**config.mk**
```make
export PLATFORM = sky130hd
export DESIGN_NAME = dram_burst_reader
export DESIGN_NICKNAME = d
export VERILOG_FILES = /design/src/rtl/dram_rd_pkg.sv /design/src/rtl/dram_rd_fifo.sv /design/src/rtl/dram_burst_reader.sv
export SDC_FILE = /design/constraint.sdc
export NUM_CORES = 1
export LEC_CHECK = 0
export CORE_UTILIZATION = 25
export DETAILED_ROUTE_END_ITERATION = 8
export PLACE_DENSITY = 0.42
export SLEW_MARGIN = 20
export SYNTH_ARGS = -nofsm -noshare
export SYNTH_HDL_FRONTEND = slang
export SYNTH_SLANG_ARGS = --single-unit
```
**constraint.sdc**
```tcl
create_clock -name clk -period 7.8 [get_ports clk]
set_clock_uncertainty 0.15 [all_clocks]
set_input_delay 1.56 -clock clk [delete_from_list [all_inputs] [get_ports clk]]
set_output_delay 1.56 -clock clk [all_outputs]
set_load 0.01 [all_outputs]
```
**src/rtl/dram_rd_pkg.sv**
```systemverilog
// Shared types and default geometry for the DRAM burst reader.
package dram_rd_pkg;

    localparam int DEF_ADDR_WIDTH = 24;
    localparam int DEF_MEM_DEPTH  = 2097152;
    localparam int DEF_MEM_WIDTH  = 8;
    localparam int DEF_WORD_BYTES = 4;

    typedef enum logic [1:0] {
        IDLE,
        FETCH,
        DRAIN
    } rd_state_e;

endpackage

```
**src/rtl/dram_rd_fifo.sv**
```systemverilog
// Synchronous word FIFO between the packer and the consumer; push and pop may coincide.
module dram_rd_fifo #(
    parameter int WIDTH = 37,
    parameter int DEPTH = 4
) (
    input  logic                     clk,
    input  logic                     rst_n,
    input  logic                     push,
    input  logic [WIDTH-1:0]         din,
    input  logic                     pop,
    output logic [WIDTH-1:0]         dout,
    output logic [$clog2(DEPTH):0]   count,
    output logic                     full,
    output logic                     empty
);
    localparam int PW = $clog2(DEPTH);
    localparam int CW = PW + 1;

    logic [WIDTH-1:0] mem [DEPTH];
    logic [PW-1:0]    wr_ptr;
    logic [PW-1:0]    rd_ptr;
    logic             do_push;
    logic             do_pop;

    assign full    = (count == CW'(DEPTH));
    assign empty   = (count == '0);
    assign do_push = push && !full;
    assign do_pop  = pop && !empty;
    assign dout    = mem[rd_ptr];

    // Storage write; contents need no reset because reads are gated by empty.
    always_ff @(posedge clk) begin
        if (do_push) mem[wr_ptr] <= din;
    end

    // Pointer and occupancy bookkeeping; pointers wrap on the power-of-2 depth.
    always_ff @(posedge clk or negedge rst_n) begin
        if (!rst_n) begin
            wr_ptr <= '0;
            rd_ptr <= '0;
            count  <= '0;
        end else begin
            if (do_push) wr_ptr <= wr_ptr + PW'(1);
            if (do_pop)  rd_ptr <= rd_ptr + PW'(1);
            count <= count + CW'(do_push) - CW'(do_pop);
        end
    end

endmodule

```
**src/rtl/dram_burst_reader.sv**
```systemverilog
// Burst read initiator: issues byte addresses to the DRAM under word credits,
// captures returning bytes after the read latency and packs them into words.
module dram_burst_reader
    import dram_rd_pkg::*;
#(
    parameter int ADDR_WIDTH = DEF_ADDR_WIDTH,
    parameter int MEM_DEPTH  = DEF_MEM_DEPTH,
    parameter int MEM_WIDTH  = DEF_MEM_WIDTH,
    parameter int WORD_BYTES = DEF_WORD_BYTES,
    parameter int LEN_WIDTH  = 16,
    parameter int RD_LATENCY = 1,
    parameter int FIFO_DEPTH = 4
) (
    input  logic                            clk,
    input  logic                            rst_n,
    input  logic                            req_valid,
    output logic                            req_ready,
    input  logic [ADDR_WIDTH-1:0]           req_addr,
    input  logic [LEN_WIDTH-1:0]            req_len,
    output logic [ADDR_WIDTH-1:0]           mem_addr,
    input  logic [MEM_WIDTH-1:0]            mem_data,
    output logic                            out_valid,
    input  logic                            out_ready,
    output logic [MEM_WIDTH*WORD_BYTES-1:0] out_data,
    output logic [WORD_BYTES-1:0]           out_keep,
    output logic                            out_last,
    output logic                            done
);
    localparam int LANE_W = (WORD_BYTES > 1) ? $clog2(WORD_BYTES) : 1;
    localparam int CNT_W  = $clog2(FIFO_DEPTH) + 1;
    localparam int SUM_W  = CNT_W + 1;
    localparam logic [LANE_W-1:0]     LAST_LANE = LANE_W'(WORD_BYTES - 1);
    localparam logic [ADDR_WIDTH-1:0] ADDR_MAX  = ADDR_WIDTH'(MEM_DEPTH - 1);

    typedef struct packed {
        logic [WORD_BYTES-1:0][MEM_WIDTH-1:0] data;
        logic [WORD_BYTES-1:0]                keep;
        logic                                 last;
    } word_t;

    rd_state_e state, state_nxt;

    logic [LEN_WIDTH-1:0]  rem, rem_nxt;        // bytes still to issue after the current one
    logic [LANE_W-1:0]     iss_lane;            // lane of the next byte to issue
    logic [CNT_W-1:0]      reserved;            // words with a byte issued but not yet pushed
    logic [RD_LATENCY:0]   vld_pipe;            // [0] = mem_addr valid this cycle
    logic [RD_LATENCY:0]   lst_pipe;            // tags the burst's final byte
    logic [WORD_BYTES-1:0][MEM_WIDTH-1:0] pk_data;
    logic [LANE_W-1:0]     pk_lane;
    logic [CNT_W-1:0]      fifo_count;
    logic                  fifo_full, fifo_empty;
    logic [SUM_W-1:0]      credit_sum;
    word_t                 word_in, word_out;

    logic issue_nxt, start, done_nxt, take_rsv;
    logic credit_ok, push, pop, pop_last;

    assign req_ready  = (state == IDLE);
    assign credit_sum = {1'b0, fifo_count} + {1'b0, reserved};
    assign credit_ok  = !fifo_full && (credit_sum < SUM_W'(FIFO_DEPTH));
    assign take_rsv   = issue_nxt && (start || (iss_lane == '0));

    // State register.
    always_ff @(posedge clk or negedge rst_n) begin
        if (!rst_n) state <= IDLE;
        else        state <= state_nxt;
    end

    // Next state and issue decision; only a word's first byte waits for credit.
    always_comb begin
        state_nxt = state;
        issue_nxt = 1'b0;
        start     = 1'b0;
        done_nxt  = 1'b0;
        case (state)
            IDLE: begin
                if (req_valid) begin
                    if (req_len == '0) begin
                        done_nxt = 1'b1;
                    end else begin
                        start     = 1'b1;
                        issue_nxt = 1'b1;
                        state_nxt = FETCH;
                    end
                end
            end
            FETCH: begin
                if (lst_pipe[0])                          state_nxt = DRAIN;
                else if ((iss_lane != '0) || credit_ok)   issue_nxt = 1'b1;
            end
            DRAIN: begin
                if (pop_last && !(|vld_pipe)) begin
                    state_nxt = IDLE;
                    done_nxt  = 1'b1;
                end
            end
            default: state_nxt = IDLE;
        endcase
    end

    // Remaining-byte count after the byte about to be presented.
    always_comb begin
        rem_nxt = rem;
        if (start)          rem_nxt = req_len - LEN_WIDTH'(1);
        else if (issue_nxt) rem_nxt = rem - LEN_WIDTH'(1);
    end

    // Address generator, tag pipe, reservation counter and done pulse.
    always_ff @(posedge clk or negedge rst_n) begin
        if (!rst_n) begin
            mem_addr <= '0;
            rem      <= '0;
            iss_lane <= '0;
            reserved <= '0;
            vld_pipe <= '0;
            lst_pipe <= '0;
            done     <= 1'b0;
        end else begin
            rem      <= rem_nxt;
            done     <= done_nxt;
            vld_pipe <= {vld_pipe[RD_LATENCY-1:0], issue_nxt};
            lst_pipe <= {lst_pipe[RD_LATENCY-1:0], issue_nxt && (rem_nxt == '0)};
            reserved <= reserved + CNT_W'(take_rsv) - CNT_W'(push);
            if (start) begin
                mem_addr <= req_addr;
                iss_lane <= (WORD_BYTES == 1) ? '0 : LANE_W'(1);
            end else if (issue_nxt) begin
                mem_addr <= (mem_addr == ADDR_MAX) ? '0 : mem_addr + ADDR_WIDTH'(1);
                iss_lane <= (iss_lane == LAST_LANE) ? '0 : iss_lane + LANE_W'(1);
            end
        end
    end

    // Word assembled from the packer plus the byte arriving this cycle.
    always_comb begin
        word_in.data          = pk_data;
        word_in.data[pk_lane] = mem_data;
        for (int i = 0; i < WORD_BYTES; i++) word_in.keep[i] = (i <= int'(pk_lane));
        word_in.last          = lst_pipe[RD_LATENCY];
        push = vld_pipe[RD_LATENCY] && ((pk_lane == LAST_LANE) || lst_pipe[RD_LATENCY]);
    end

    // Packer: collect tagged bytes, clear after each push so unused lanes read 0.
    always_ff @(posedge clk or negedge rst_n) begin
        if (!rst_n) begin
            pk_data <= '0;
            pk_lane <= '0;
        end else if (vld_pipe[RD_LATENCY]) begin
            if (push) begin
                pk_data <= '0;
                pk_lane <= '0;
            end else begin
                pk_data[pk_lane] <= mem_data;
                pk_lane          <= pk_lane + LANE_W'(1);
            end
        end
    end

    dram_rd_fifo #(
        .WIDTH ($bits(word_t)),
        .DEPTH (FIFO_DEPTH)
    ) u_fifo (
        .clk   (clk),
        .rst_n (rst_n),
        .push  (push),
        .din   (word_in),
        .pop   (pop),
        .dout  (word_out),
        .count (fifo_count),
        .full  (fifo_full),
        .empty (fifo_empty)
    );

    assign out_valid = !fifo_empty;
    assign pop       = out_valid && out_ready;
    assign pop_last  = pop && word_out.last;
    assign out_data  = out_valid ? word_out.data : '0;
    assign out_keep  = out_valid ? word_out.keep : '0;
    assign out_last  = out_valid && word_out.last;

endmodule

```
## Word level (Yosys, flattened, before mapping)

Memory sizes are Yosys's and may differ from the RTL's.
Cells that the tools add are included.

| operators by class | value |
|---|---|
| multipliers | 0 |
| bitwise operators | 0 |
| reduce and logical (&&, ||, !) cells | 26 |
| shifts and indexed selects | 0 |
| add/subtract/negate cells | 12 |
| div/mod/pow operators | 0 |
| equality and inequality tests | 10 |
| mux-type cells | 32 |
| order comparisons | 6 |

Operators by type and width:

| operator | count |
|---|---|
| $mux W24 | 3 |
| $mux W32 | 2 |
| $bwmux W32 | 1 |
| $logic_not A16 Y1 | 2 |
| $mux W16 | 2 |
| $sub A16 B1 Y16 const B | 2 |
| $add A24 B1 Y24 const B | 1 |
| $eq A24 B21 Y1 const B | 1 |
| $demux W8 S2 | 1 |
| $mux W2 | 8 |
| $logic_and A1 B1 Y1 | 11 |
| $mux W1 | 10 |
| $add A2 B1 Y2 const B | 4 |
| $mux W8 | 1 |
| $ne A2 B2 Y1 const B | 4 |
| $add A3 B1 Y3 | 2 |
| $eq A2 B2 Y1 const B | 3 |
| $pmux W2 S3 | 1 |
| $sub A3 B1 Y3 | 2 |
| $add A3 B3 Y4 | 1 |
| $le A2 B2 Y1 const A | 2 |
| $logic_not A2 Y1 | 2 |
| $lt A4 B3 Y1 const B | 1 |
| $mux W4 | 1 |
| other kinds (12) | 18 |

| storage, ports and cells | value |
|---|---|
| memories | 1 |
| latch bits | 0 |
| bits in read-only memories | 0 |
| bits of input ports | 52 |
| RAM bits | 144 |
| word-level logic and storage cells | 103 |
| register bits after elaboration | 93 |

Memory list:

| memory | words | width | rd ports | clocked after memory_dff | wr ports | line | source |
|---|---|---|---|---|---|---|---|
| u_fifo.mem | 4 | 36 | 1 | 0 | 1 | dram_rd_fifo.sv:19 | `logic [WIDTH-1:0] mem [DEPTH];` |

## Longest topological paths before layout

Gate-level depths: netlist of run 1.

| depth | value |
|---|---|
| depth in word-level cells | 11 |
| gate-level depth with buffers | 16 |
| depth with buffers taken out | 13 |

## Hierarchy

Synthesis of run 1 repeated with hierarchy kept, for this count alone.

| second synthesis, totals | value |
|---|---|
| cell total of the unflattened synthesis | 820 |
| area, all modules | 10985.5 um^2 |

Modules (own cells, without submodules):

| module | seq. area each (um^2) | cells an instance | area each (um^2) | times used |
|---|---|---|---|---|
| dram_rd_fifo | 4619.4 | 234 | 5796.8 | 1 |
| dram_burst_reader | 2152.1 | 586 | 5188.7 | 1 |

## Worst setup path after synthesis of run 1

No wires, ideal clock.

| path | value |
|---|---|
| path type | in2reg |
| start | in req_len[0] |
| end | reg reserved[2] |
| required time | 7.527 ns |
| stages on the path | 16 |
| slack | 3.247 ns |
| library setup time | 0.123 ns |
| arrival | 4.281 ns |
| path buffers | 3 |
| cell sequence | inv_1 > ha_1 > nor3b_1 > nand4_2 > and2_4 > buf_6 > clkbuf_1 > clkbuf_1 > a21oi_1 > ha_1 > inv_1 > ha_1 > inv_1 > fa_1 > xnor2_1 > xnor2_1 |

| on the way | value |
|---|---|
| word-level cells in the longest chain between the ends | 8 |
| elaborated cells on any way between the ends | 9 |

RTL lines:

| what | line | source |
|---|---|---|
| start: declaration | dram_burst_reader.sv:19 | `input logic [LEN_WIDTH-1:0] req_len,` |
| $logic_not A16 Y1 (*) | dram_burst_reader.sv:78 | `if (req_len == '0) begin` |
| $mux W1 (*) | dram_burst_reader.sv:78 |  |
| $mux W1 (*) | dram_burst_reader.sv:77 | `if (req_valid) begin` |
| $mux W1 | dram_burst_reader.sv:75 | `case (state)` |
| $logic_or A1 B1 Y1 | dram_burst_reader.sv:61 | `assign take_rsv = issue_nxt && (start \|\| (iss_lane == '0));` |
| $logic_and A1 B1 Y1 (*) | dram_burst_reader.sv:61 |  |
| $add A3 B1 Y3 (*) | dram_burst_reader.sv:123 | `reserved <= reserved + CNT_W'(take_rsv) - CNT_W'(push);` |
| $sub A3 B1 Y3 (*) | dram_burst_reader.sv:123 |  |
| end signal: assignment | dram_burst_reader.sv:123 |  |
| end: declaration | dram_burst_reader.sv:45 | `logic [CNT_W-1:0] reserved;` |

Mark *: on every way between the ends. The rest lies on a longest branch, timed or not.
A chain may end at the register's enable or synchronous reset.

## Worst setup path in the final report of run 1

| path | value |
|---|---|
| start | reg u_fifo.rd_ptr[0] |
| end | out out_last |

| on the way | value |
|---|---|
| word-level cells in the longest chain between the ends | 2 |

RTL lines:

| what | line | source |
|---|---|---|
| start: declaration | dram_rd_fifo.sv:21 | `logic [PW-1:0] rd_ptr;` |
| start signal: assignment | dram_rd_fifo.sv:44 | `if (do_pop) rd_ptr <= rd_ptr + PW'(1);` |
| $mem_v2 Z4 W36 | n/a |  |
| $logic_and A1 B1 Y1 | dram_burst_reader.sv:179 | `assign out_last = out_valid && word_out.last;` |
| end: declaration | dram_burst_reader.sv:26 | `output logic out_last,` |

No other way between the ends.

==> flow_summary.yaml, run 1 <==
power_and_ir_drop:
  p_int_mw: 3.286
  powerDensity_nw_per_um2: 375.5
  pwr-share-clk: 0.239
  power_frac_seq: 0.380
  combPwrFrac: 0.381
  ir_drop_mv: 0.1836
  p_sw_mw: 1.738
  p_leak_nw: 4.816
  swShare: 0.3459
cts:
  post_cts_resized: 0
  h-tree-depth: 1
  clk_pin_slew_ns: 0.06
  cts_buffers: 27
  clock_path_buffers: 3
  post-cts-setup-buffer-count: 0
  root_buffer: "clkbuf_16"
  clk_latency_ns: 0.56
  cts_tree: "built"
  cts_hold_repair.buffers: 0
  cts.sinks: 237
finish:
  finalNetCount: 1030
  syn_to_final_growth_pct: 24.01
  stdcell_area_um2: 13380
  layout_commonest_cell: "edfxtp_1"
  diodes: 0
  final_cell_mix: "144 x edfxtp_1, 114 x clkdlybuf4s50_1, 92 x dfrtp_1, 80 x o21ai_0, 76 x nand2_1"
  nFillCells: 4278
  final_util: 0.3168
  drive_gt1_frac: 0.1157
yosys:
  async_reset_ff_frac: 0.3924
  avgSynthCellArea_um2: 12.86
  synth_nets: 913
  synth_seq_area_share: 0.6166
  ys.flop_type: "edfxtp_1"
  ys_ff_latch: 237
  synth_cell_types: 58
  ys.warnings.count: 0
  synth.cell_area_um2: 10790
  synth_edf_count: 144
  postSynthCellCount: 839
min_path:
  holdCritPathClass: "flop to flop"
floorplan:
  core_area_um2: 42230
  die-area_um2: 43980
  pin_count: 116
  die_w_um: 209.7
  die_h_um: 209.7
  initial_core_util: 0.2554
  num_rows: 75
sta:
  setup_tns_ns: 0
  post-route-period-util: 0.6242
  finalMaxSlewViolations: 0
  timing.hold.ws_ns: 0.2304
  rsz0062_at_grt: "no"
  worst_slew_pin_slew_ns: 1.038
  slew_headroom: 0.3018
  finalCriticalPeriod_ns: 4.869
  hold_violations: 0
  finalSetupViolations: 0
  fmax_ghz: 0.2054
detailed_routing:
  drtIter0Drc: 350
  wirelength_mm: 27.52
  num_vias: 6898
  wl_per_cell_um: 18.15
  vias_per_cell: 4.550
  ant_nets: 0
  remaining_drc_errors: 0
  firstDrtPassIters: 4
placed_design:
  io_buffers: 115
  globalplace.congestion: 0.7319
  dp_hpwl_mm: 17.44
  place_area_um2: 12550
global_routing:
  antenna_found_initial: 0
  grt_usage: 0.1273
  grt_max_degree: 53
  grt_pass1_vias: 7092
  grt_overflow: 0
  grt_first_pass_wirelength_mm: 42.93
critical_path:
  critical_path_arrival_ns: 3.16
  worst_path_dominant_cell_family: "buffers and inverters"
  critical_path.startpoint_type: "flop"
  crit_path_max_incr_delay_ns: 0.69
  path_max_fanout: 25
  end_kind: "output pin"
  slowest_stage: "dfrtp_2"
  crit_required_ns: 6.09
  critPathKind: "flop to output pin"
  reg2reg_slack_ns: 4.25
  path_buf_inv: 2
  path_cells: "buf_4, mux4_2, and2_1, clkdlybuf4s50_1"
status:
  status: "completed"
run:
  drv_cap: 0
cells in the mapped netlist (4+ instances only):
master    number  area [um^2]
nand3_1       36        180.2
or4_1          4        30.03
xnor2_1       25        219.0
nor2_1        37        138.9
or3_1          5        31.28
mux2_2         8        90.09
xor2_1        19        166.4
a21oi_1       18        90.09
clkbuf_1      27        101.4
buf_1          5        18.77
inv_1         47        176.4
dfrtp_1       93         2327
mux4_2        36        810.8
and3_1         5        31.28
nor3_1        12        60.06
nand2_1       76        285.3
o21ai_0       80        400.4
and2_1        50        312.8
nor3b_1        5        37.54
nand4b_1       4        35.03
nand4_1        9        56.30
edfxtp_1     144         4324
buf_2          6        30.03
a31oi_1       10        62.56
and4_1         5        43.79
nor4_1         7        43.79
ha_1          20        250.2
nand3b_1       4        30.03
mux2i_1        5        50.05
stage by stage:
step	total power, mW	setup slack, ns	cells
after detailed placement	3.894	2.767	1466
after floorplan	3.052	3.247	839
after global placement	3.893	2.841	1466
final	5.023	2.931	1516
after global routing	5.379	2.699	1516
after CTS	5.128	2.793	1516
routing by layer:
layer,share of wire,GRT usage,wire length (um),vias up
met2,0.48,0.2092,13110,148
met4,0.018,0.02970,504,0
met1,0.46,0.1736,12700,3435
met5,0,0,0,-
li1,-,-,-,3283
met3,0.044,0.02364,1208,32
cell families (layout without fill, tap and decap cells):
| logic type | after synthesis | count (layout) | synth area share |
|---|---|---|---|
| and+or+nand+nor | 277 | 277 | 0.1382 |
| DFF | 237 | 237 | 0.6166 |
| AOI/OAI and AO/OA | 123 | 123 | 0.06241 |
| buffers and inverters | 87 | 225 | 0.03202 |
| muxes | 49 | 49 | 0.08816 |
| xor gates and xnor gates | 44 | 44 | 0.03573 |
| adders and majority gates | 22 | 22 | 0.02691 |
power by group through the flow:
stage / combinational, mW / sequential (mW) / clock [mW]
5_1_grt: 2.13 / 1.95 / 1.30
2_1_floorplan: 1.18 / 1.87 / 0
4_1_cts: 1.97 / 1.91 / 1.24
3_5_place_dp: 1.96 / 1.94 / 0
6_report: 1.91 / 1.91 / 1.20
3_3_place_gp: 1.95 / 1.94 / 0
registers in the layout (all words and copies together) (netlist names):
name / cells
reserved: 3
lst_pipe: 2
done: 1
u_fifo.rd_ptr: 2
iss_lane: 2
u_fifo.mem: 144
u_fifo.wr_ptr: 2
pk_lane: 2
mem_addr: 24
pk_data: 32
u_fifo.count: 3
state: 2
rem: 16
vld_pipe: 2
worst paths after layout:
check                                      start           endpoint  cells past startpoint
worst max-delay path            u_fifo.rd_ptr[0]           out_last                      4
worst min-delay path                 vld_pipe[0]        vld_pipe[1]                      0
worst max register to register        pk_lane[1]  u_fifo.mem[2][22]                      5
worst min register to register       vld_pipe[0]        vld_pipe[1]                      0
max in group asynchronous                  rst_n   u_fifo.rd_ptr[0]                      2
min in group asynchronous                  rst_n             rem[1]                      1
worst reg2reg max path: cells and delay by family, from the launching register on:
family | cells | cell delay, ns
AO/OA/AOI/OAI | 2 | 1.01
AND/OR/NAND/NOR | 1 | 0.72
adder cells (fa/ha/maj) | 1 | 0.57
flip-flops | 1 | 0.39
buffers and inverters | 1 | 0.39
final cells by class:
cell class	instances	area, um^2	area share
inverters	47	176.4	0.01319
well taps	539	674.4	0.05042
clock inverters	12	98.84	0.007389
multi-input cells	515	3801	0.2842
repair buffers	128	1246	0.09316
clock buffers	38	726.9	0.05434
flip-flops and latches	237	6653	0.4973
Power figures use the tool's default switching activity.
==> run 2: changes to the inputs <==
- PLACE_DENSITY: 0.42 -> 0.43
- clock period: 7.8 -> 3.9 ns (I/O delays scaled with it)
==> run 2 against run 1 <==
Sequential power increased by 97%. Routed wire length decreased by 1.4%. Global-route usage decreased by 0.21 points. Total power increased by 100%. Sequential share of layout area decreased by 0.84 points. Die area unchanged. Clock power increased by 110%. Sequential cell count unchanged. Critical path depth unchanged. Largest power group is now combinational cells.
==> flow_summary.yaml, run 2 (synthesized netlist as in run 1, its figures left out) <==
power_and_ir_drop:
  power_frac_seq: 0.369
  ir_drop_mv: 0.3445
  pwr-share-clk: 0.242
  p_int_mw: 6.706
  p_sw_mw: 3.472
  p_leak_nw: 4.936
  swShare: 0.3411
  combPwrFrac: 0.389
  powerDensity_nw_per_um2: 748.0
floorplan:
  core_area_um2: 42230
  initial_core_util: 0.2554
  die-area_um2: 43980
  num_rows: 75
  pin_count: 116
  die_w_um: 209.7
  die_h_um: 209.7
finish:
  drive_gt1_frac: 0.1309
  layout_commonest_cell: "edfxtp_1"
  diodes: 0
  final_cell_mix: "144 x edfxtp_1, 114 x clkdlybuf4s50_1, 92 x dfrtp_1, 80 x o21ai_0, 76 x nand2_1"
  top_register: "u_fifo.mem"
  reg.largest.list: "u_fifo.mem x144, pk_data x32, mem_addr x24"
  finalNetCount: 1046
  syn_to_final_growth_pct: 26.13
  largest_reg_flops: 144
cts:
  post_cts_resized: 0
  clk_latency_ns: 0.55
  cts_hold_repair.buffers: 0
  h-tree-depth: 1
  root_buffer: "clkbuf_16"
  cts_buffers: 27
  cts_tree: "built"
  cts.sinks: 237
  post-cts-setup-buffer-count: 0
  clk_pin_slew_ns: 0.07
  clock_path_buffers: 3
min_path:
  holdCritPathClass: "input pin to asynchronous set/reset pin"
critical_path:
  reg2reg_slack_ns: 0.67
  end_kind: "output pin"
  critical_path.startpoint: "u_fifo.rd_ptr[0]"
  crit_required_ns: 2.97
  r2r_cells: 8
  r2r-start: "u_fifo.count[2]"
  path_max_fanout: 17
  critical_path.startpoint_type: "flop"
  critPathKind: "flop to output pin"
  critical_path_arrival_ns: 2.55
  rr_endpoint: "lst_pipe[0]"
detailed_routing:
  drtIter0Drc: 297
  firstDrtPassIters: 4
  num_vias: 6908
  vias_per_cell: 4.509
  ant_nets: 0
  wirelength_mm: 27.12
  remaining_drc_errors: 0
  wl_per_cell_um: 17.70
sta:
  finalCriticalPeriod_ns: 3.483
  finalMaxSlewViolations: 0
  fmax_ghz: 0.2872
  finalSetupViolations: 0
  slew_headroom: 0.4047
  timing.hold.ws_ns: 0.07992
  setup_tns_ns: 0
  hold_violations: 0
  worst_slew_pin_slew_ns: 0.8848
  rsz0062_at_grt: "no"
  post-route-period-util: 0.8929
global_routing:
  grt_overflow: 0
  grt_first_pass_wirelength_mm: 42.99
  grt_pass1_vias: 7162
  grt_usage: 0.1252
  antenna_found_initial: 0
  grt_max_degree: 54
placed_design:
  globalplace.congestion: 0.7653
  dp_hpwl_mm: 17.45
  io_buffers: 115
status:
  status: "completed"
run:
  drv_cap: 0
-- run 2: worst max-delay path, cell delays in order, from the launching register on --
cell,delay (ns)
dfrtp_2,0.38
buf_4,0.35
mux4_2,0.61
and2_1,0.18
clkdlybuf4s50_1,0.47
-- run 2: area by class of cell --
class                   instances  area [um^2]
fillers                      4252        28620
flip-flops and latches        237         6653
multi-input cells             515         3795
repair buffers                144         1454
clock buffers                  35        715.7
well taps                     539        674.4
inverters                      47        176.4
clock inverters                15        137.6
-- run 2: power by group through the flow --
stage / combinational, mW / sequential [mW] / clock (mW)
3_3_place_gp: 4.05 / 3.81 / 0
5_1_grt: 4.42 / 3.83 / 2.63
2_1_floorplan: 2.36 / 3.75 / 0
3_5_place_dp: 4.07 / 3.80 / 0
6_report: 3.96 / 3.76 / 2.46
4_1_cts: 4.08 / 3.76 / 2.55
-- run 2: through the flow --
stage	total power [mW]	area, um^2	util	worst slack (ns)	cells
after floorplan	6.105	10790	-	0.1269	839
after global placement	7.853	12750	0.3020	0.1897	1482
after detailed placement	7.868	12750	0.3020	0.1610	1482
after CTS	10.39	13610	0.3222	0.3223	1532
after global routing	10.88	13610	0.3222	0.2803	1532
final	10.18	13610	0.3222	0.4175	1532
-- run 2: per-layer routing --
layer / wire length (um) / up-vias / global-route usage
li1: - / 3314 / -
met1: 12570 / 3425 / 0.1722
met2: 12700 / 141 / 0.2044
met3: 1396 / 28 / 0.02663
met4: 453 / 0 / 0.02265
met5: 0 / - / 0
-- run 2: worst max-delay path by stage --
| stage | endpoint | slack (ns) | depth (start not counted) |
|---|---|---|---|
| 6_report | out_data[28] | 0.42 | 4 |
| 3_5_place_dp | reserved[2] | 0.16 | 14 |
| 2_1_floorplan | reserved[2] | 0.13 | 16 |
| 5_1_grt | out_data[28] | 0.28 | 4 |
| 4_1_cts | out_data[28] | 0.32 | 4 |
| 3_3_place_gp | reserved[2] | 0.19 | 14 |
